`src/rtl/ibex_id_sequencer_pkg.sv`:
```
// ID-stage sequencing types shared by the ID sequencer and its assertions.
package ibex_pkg;

  // ID-stage FSM: an instruction is either in its first cycle or continuing.
  typedef enum logic {
    FIRST_CYCLE = 1'b0,
    MULTI_CYCLE = 1'b1
  } id_fsm_e;

  // Reason the instruction currently in ID needs another cycle.
  typedef enum logic [2:0] {
    STALL_NONE    = 3'd0,
    STALL_MEM     = 3'd1,
    STALL_MULTDIV = 3'd2,
    STALL_JUMP    = 3'd3,
    STALL_BRANCH  = 3'd4,
    STALL_ALU     = 3'd5
  } id_stall_e;

endpackage

```
`src/rtl/ibex_id_sequencer.sv`:
```
// ID/EX multi-cycle instruction sequencer and ID-stage FSM.
// Optional feature: define IBEX_ID_SEQ_STALL_CNT_EN to build a 16-bit
// saturating stall-cycle counter; otherwise perf_stall_cnt_o is tied to 0.
module ibex_id_sequencer
  import ibex_pkg::*;
#(
  parameter bit BranchTargetALU = 1'b0
) (
  input  logic        clk_i,
  input  logic        rst_ni,
  input  logic        instr_valid_i,
  input  logic        flush_id_i,
  input  logic        halt_id_i,
  input  logic        illegal_insn_i,
  input  logic        jump_in_dec_i,
  input  logic        branch_in_dec_i,
  input  logic        data_req_dec_i,
  input  logic        mult_en_dec_i,
  input  logic        div_en_dec_i,
  input  logic        alu_multicycle_dec_i,
  input  logic        branch_taken_i,
  input  logic        multdiv_valid_i,
  input  logic        lsu_resp_valid_i,
  output logic        instr_first_cycle_o,
  output logic        stall_id_o,
  output logic        instr_done_o,
  output logic        lsu_req_o,
  output logic        mult_en_o,
  output logic        div_en_o,
  output logic        jump_set_o,
  output logic        branch_set_o,
  output logic [15:0] perf_stall_cnt_o
);

  id_fsm_e   id_fsm_q, id_fsm_d;
  id_stall_e stall_reason;
  logic      first_cycle;
  logic      seq_go;
  logic      done;

  assign first_cycle = (id_fsm_q == FIRST_CYCLE);

  // Halt only blocks starting an instruction; once in MULTI_CYCLE the
  // instruction runs to completion so its result is never lost.
  assign seq_go = instr_valid_i & ~flush_id_i & ~illegal_insn_i &
                  (~halt_id_i | ~first_cycle);

  // ID FSM state register.
  always_ff @(posedge clk_i or negedge rst_ni) begin
    if (!rst_ni) begin
      id_fsm_q <= FIRST_CYCLE;
    end else begin
      id_fsm_q <= id_fsm_d;
    end
  end

  // Next state, completion, per-class strobes and stall reason.
  always_comb begin
    id_fsm_d     = id_fsm_q;
    done         = 1'b0;
    lsu_req_o    = 1'b0;
    mult_en_o    = 1'b0;
    div_en_o     = 1'b0;
    jump_set_o   = 1'b0;
    branch_set_o = 1'b0;
    stall_reason = STALL_NONE;

    if (flush_id_i) begin
      id_fsm_d = FIRST_CYCLE;
    end else if (seq_go) begin
      if (data_req_dec_i) begin
        lsu_req_o = first_cycle;
        if (lsu_resp_valid_i) done = 1'b1;
        else                  stall_reason = STALL_MEM;
      end else if (mult_en_dec_i || div_en_dec_i) begin
        mult_en_o = mult_en_dec_i;
        div_en_o  = div_en_dec_i;
        if (multdiv_valid_i) done = 1'b1;
        else                 stall_reason = STALL_MULTDIV;
      end else if (jump_in_dec_i) begin
        jump_set_o = first_cycle;
        if (BranchTargetALU || !first_cycle) done = 1'b1;
        else                                 stall_reason = STALL_JUMP;
      end else if (branch_in_dec_i) begin
        // Reaching MULTI_CYCLE on a branch implies it was taken in cycle one.
        if (!first_cycle) begin
          branch_set_o = 1'b1;
          done         = 1'b1;
        end else if (!branch_taken_i) begin
          done = 1'b1;
        end else if (BranchTargetALU) begin
          branch_set_o = 1'b1;
          done         = 1'b1;
        end else begin
          stall_reason = STALL_BRANCH;
        end
      end else if (alu_multicycle_dec_i) begin
        if (!first_cycle) done = 1'b1;
        else              stall_reason = STALL_ALU;
      end else begin
        done = 1'b1;
      end
      id_fsm_d = done ? FIRST_CYCLE : MULTI_CYCLE;
    end
  end

  assign instr_first_cycle_o = first_cycle;
  assign instr_done_o        = done;
  assign stall_id_o          = (stall_reason != STALL_NONE);

`ifdef IBEX_ID_SEQ_STALL_CNT_EN
  logic [15:0] stall_cnt_q;

  // Saturating stall-cycle counter, cleared only by reset.
  always_ff @(posedge clk_i or negedge rst_ni) begin
    if (!rst_ni) begin
      stall_cnt_q <= '0;
    end else if (stall_id_o && (stall_cnt_q != '1)) begin
      stall_cnt_q <= stall_cnt_q + 16'd1;
    end
  end

  assign perf_stall_cnt_o = stall_cnt_q;
`else
  assign perf_stall_cnt_o = '0;
`endif

  a_class_onehot: assert property (@(posedge clk_i) disable iff (!rst_ni)
    $onehot0({jump_in_dec_i, branch_in_dec_i, data_req_dec_i,
              mult_en_dec_i, div_en_dec_i, alu_multicycle_dec_i}));

  a_state_known: assert property (@(posedge clk_i) disable iff (!rst_ni)
    !$isunknown(id_fsm_q));

  a_set_excl: assert property (@(posedge clk_i) disable iff (!rst_ni)
    !(jump_set_o && branch_set_o));

  a_stall_reason: assert property (@(posedge clk_i) disable iff (!rst_ni)
    stall_id_o == (instr_valid_i & ~instr_done_o & ~flush_id_i & seq_go));

  a_done_not_flush: assert property (@(posedge clk_i) disable iff (!rst_ni)
    !(instr_done_o && flush_id_i));

endmodule

```
`config.mk`:
```
export PLATFORM = sky130hd
export DESIGN_NAME = ibex_id_sequencer
export DESIGN_NICKNAME = d
export VERILOG_FILES = /design/src/rtl/ibex_id_sequencer_pkg.sv /design/src/rtl/ibex_id_sequencer.sv
export SDC_FILE = /design/constraint.sdc
export NUM_CORES = 1
export LEC_CHECK = 0
export CAP_MARGIN = 5
export CORE_AREA = 2 2 39 41
export CTS_CLUSTER_DIAMETER = 100
export CTS_CLUSTER_SIZE = 24
export DETAILED_ROUTE_END_ITERATION = 6
export DIE_AREA = 0 0 41 43
export GPL_TIMING_DRIVEN = 0
export PLACE_DENSITY = 0.81
export SLEW_MARGIN = 25
export SYNTH_ARGS = -nofsm -noshare
export SYNTH_HDL_FRONTEND = slang
export SYNTH_SLANG_ARGS = --single-unit
```
`constraint.sdc`:
```
create_clock -name clk_i -period 1.7 [get_ports clk_i]
set_input_delay 0.34 -clock clk_i [delete_from_list [all_inputs] [get_ports clk_i]]
set_output_delay 0.34 -clock clk_i [all_outputs]
set_load 0.01 [all_outputs]
```
==> reports/metrics.yaml, run 1 <==
logic_synthesis:
  syn_area_um2: 317
  avgSynthCellArea_um2: 7.91
  yosys_warnings: 0
  netlist_instances: 40
  ys_ff_latch: 1
  yosysSeqAreaShare: 0.0791
  synth_cell_types: 18
layout:
  largestRegisters: "id_fsm_q: 1 flops"
  final_cells: 98
  final_util: 0.460
  n_fill_cell: 155
  area_growth_pct: 101
  mostFrequentLayoutCells: "21 x buf_4, 16 x conb_1, 8 x dlygate4sd2_1"
  largest_reg_flops: 1
  num_antenna_cells: 0
  final_common_cell: "buf_4"
  largest-register: "id_fsm_q"
  nets: 99
  fin_area_um2: 637
  drive_gt1_frac: 0.549
power_and_ir_drop:
  p_leak_nw: 0.356
  powerDensity_nw_per_um2: 221
  pwr-share-comb: 0.808
  p_seq_frac: 0.192
  swShare: 0.362
  switching_power_mw: 0.0509
  ir_worst_vdd_uv: 91.6
  power.clock.fraction: 0
  internal_power_mw: 0.0898
outcome:
  status: "completed"
timing:
  drv_slew: 0
  hold_viol: 0
  period_needed_ns: 1.66
  clock_skew_ns: 0
  period_share: 0.976
  fmax_ghz: 0.603
  setup_viol: 0
die:
  ioPinCount: 39
  coreArea_um2: 1380
  row_count: 14
  initial_core_util: 0.229
  die_area_um2: 1760
  die_h_um: 43
  dieWidth_um: 41
global_route:
  grt_first_pass_wirelength_um: 1260
  grt_start_max_net_pins: 9
  grt_pass1_vias: 314
  gr-usage-all-layers: 0.0951
  grt_overflow_total: 0
  antenna_found_initial: 0
setup_path:
  cp-end-kind: "primary output"
  cp-start-kind: "input port"
  crit_path_cell_trace: "dlygate4sd2_1 > a211o_4 > nor3b_2 > buf_2"
  crit_type: "in2out"
  cp_max_fo: 8
  cp_slowest_stage_delay_ns: 0.39
  cp.required_ns: 1.36
  path_delay_family: "buffers and inverters"
  crit_slowest_cell: "a211o_4"
  cp_num_buf_inv: 2
  cp.arrival_ns: 1.32
route:
  first_pass_iters: 4
  first_iter_violations: 3
  wl_um: 843
  via_per_inst: 3.69
  vias: 362
  drc: 0
  antenna_left: 0
  wire_per_inst_um: 8.60
place:
  globalplace.congestion: 0.636
  place_area_um2: 613
  port_buffers: 22
  dp_hpwl_um: 703
  placed_cells: 93
run:
  max-cap-violations: 0
clock_network:
  clk_pin_slew_ns: 0
  clkLatencyLatePin_ns: 0
  hold_buffers: 0
hold_path:
  hold_class: "in2async"
[path summary, 6_finish.rpt]
path,from,endpoint,slack [ns],cells after the start
worst max-delay path,halt_id_i,lsu_req_o,0.04,4
worst min-delay path,rst_ni,id_fsm_q$_DFFE_PN0P_,0.49,1
worst max register to register,id_fsm_q$_DFFE_PN0P_,id_fsm_q$_DFFE_PN0P_,0.35,5
worst min register to register,id_fsm_q$_DFFE_PN0P_,id_fsm_q$_DFFE_PN0P_,0.67,2
max in group asynchronous,rst_ni,id_fsm_q$_DFFE_PN0P_,1.11,1
min in group clk_i,id_fsm_q$_DFFE_PN0P_,id_fsm_q$_DFFE_PN0P_,0.67,2
[routing by layer]
metal,global-route usage,vias up,share of wire
li1,-,193,-
met1,0.111,157,0.32
met2,0.188,12,0.61
met3,0,0,0.070
met4,0,0,0
met5,0,-,0
[through the flow]
stage	power [mW]	setup TNS, ns	setup slack, ns	hold WS, ns
5_1_grt	0.153	-0.0455	-0.0265	0.495
6_report	0.141	0	0.0407	0.489
4_1_cts	0.136	0	0.0177	0.490
3_5_place_dp	0.135	-4.99	-0.743	0.490
3_3_place_gp	0.134	-4.73	-0.702	0.490
2_1_floorplan	0.0894	0	0.163	0.0444
[timing repair]
| action | in CTS | in global routing |
|---|---|---|
| pin swaps | 6 | 4 |
| buffers inserted | 3 | 2 |
| gates resized for setup | 50 | 9 |
| setup endpoints to repair | 7 | 3 |
| cloned | 0 | 0 |
[worst reg2reg max path, delay by kind of cell, from the launching register on]
family | cells | cell delay, ns
compound gates | 2 | 0.38
buf+inv | 2 | 0.25
simple gates | 1 | 0.20
flops | 1 | 0.42
[power by group through the flow]
stage	Combinational (mW)	Clock (mW)	Sequential, mW
after CTS	0.109	0	0.0270
final	0.114	0	0.0270
after global placement	0.107	0	0.0269
after detailed placement	0.108	0	0.0269
after global routing	0.126	0	0.0272
after floorplan	0.0630	0	0.0264
[final cells by class]
class | instances | area, µm² | area share
well taps | 16 | 20.0 | 0.0314
inverters | 1 | 3.75 | 0.00589
repair buffers | 27 | 198 | 0.310
plain buffers | 16 | 120 | 0.189
multi-input cells | 37 | 270 | 0.424
flip-flops and latches | 1 | 25.0 | 0.0393
[cells in the mapped netlist (all sizes together)]
| library cell | n | area share |
|---|---|---|
| a211o | 1 | 0.032 |
| buf | 16 | 0.38 |
| conb | 1 | 0.012 |
| dfrtp | 1 | 0.079 |
| inv | 1 | 0.012 |
| mux2i | 1 | 0.032 |
| nand2 | 1 | 0.012 |
| nand2b | 3 | 0.059 |
| nand3b | 2 | 0.047 |
| nor2 | 1 | 0.012 |
| nor3 | 1 | 0.016 |
| nor3b | 3 | 0.071 |
| nor4 | 2 | 0.079 |
| o2111a | 1 | 0.036 |
| o21ai | 2 | 0.032 |
| o21ba | 1 | 0.032 |
| o31ai | 1 | 0.040 |
| or2 | 1 | 0.020 |
[logic make-up after synthesis]
group                  after synthesis  synth area share
muxes                                1            0.0316
AOI/OAI and AO/OA                    6             0.170
DFF                                  1            0.0790
and+or+nand+nor                     14             0.316
buffers and inverters               17             0.391
other                                1            0.0118
Power figures use the tool's default switching activity.
==> inputs of run 2 (changes only) <==
HOLD_SLACK_MARGIN = 0.06   (was unset)
==> results of run 2 <==
Same layout as run 1: the final DEF is identical, and so are final timing and power.
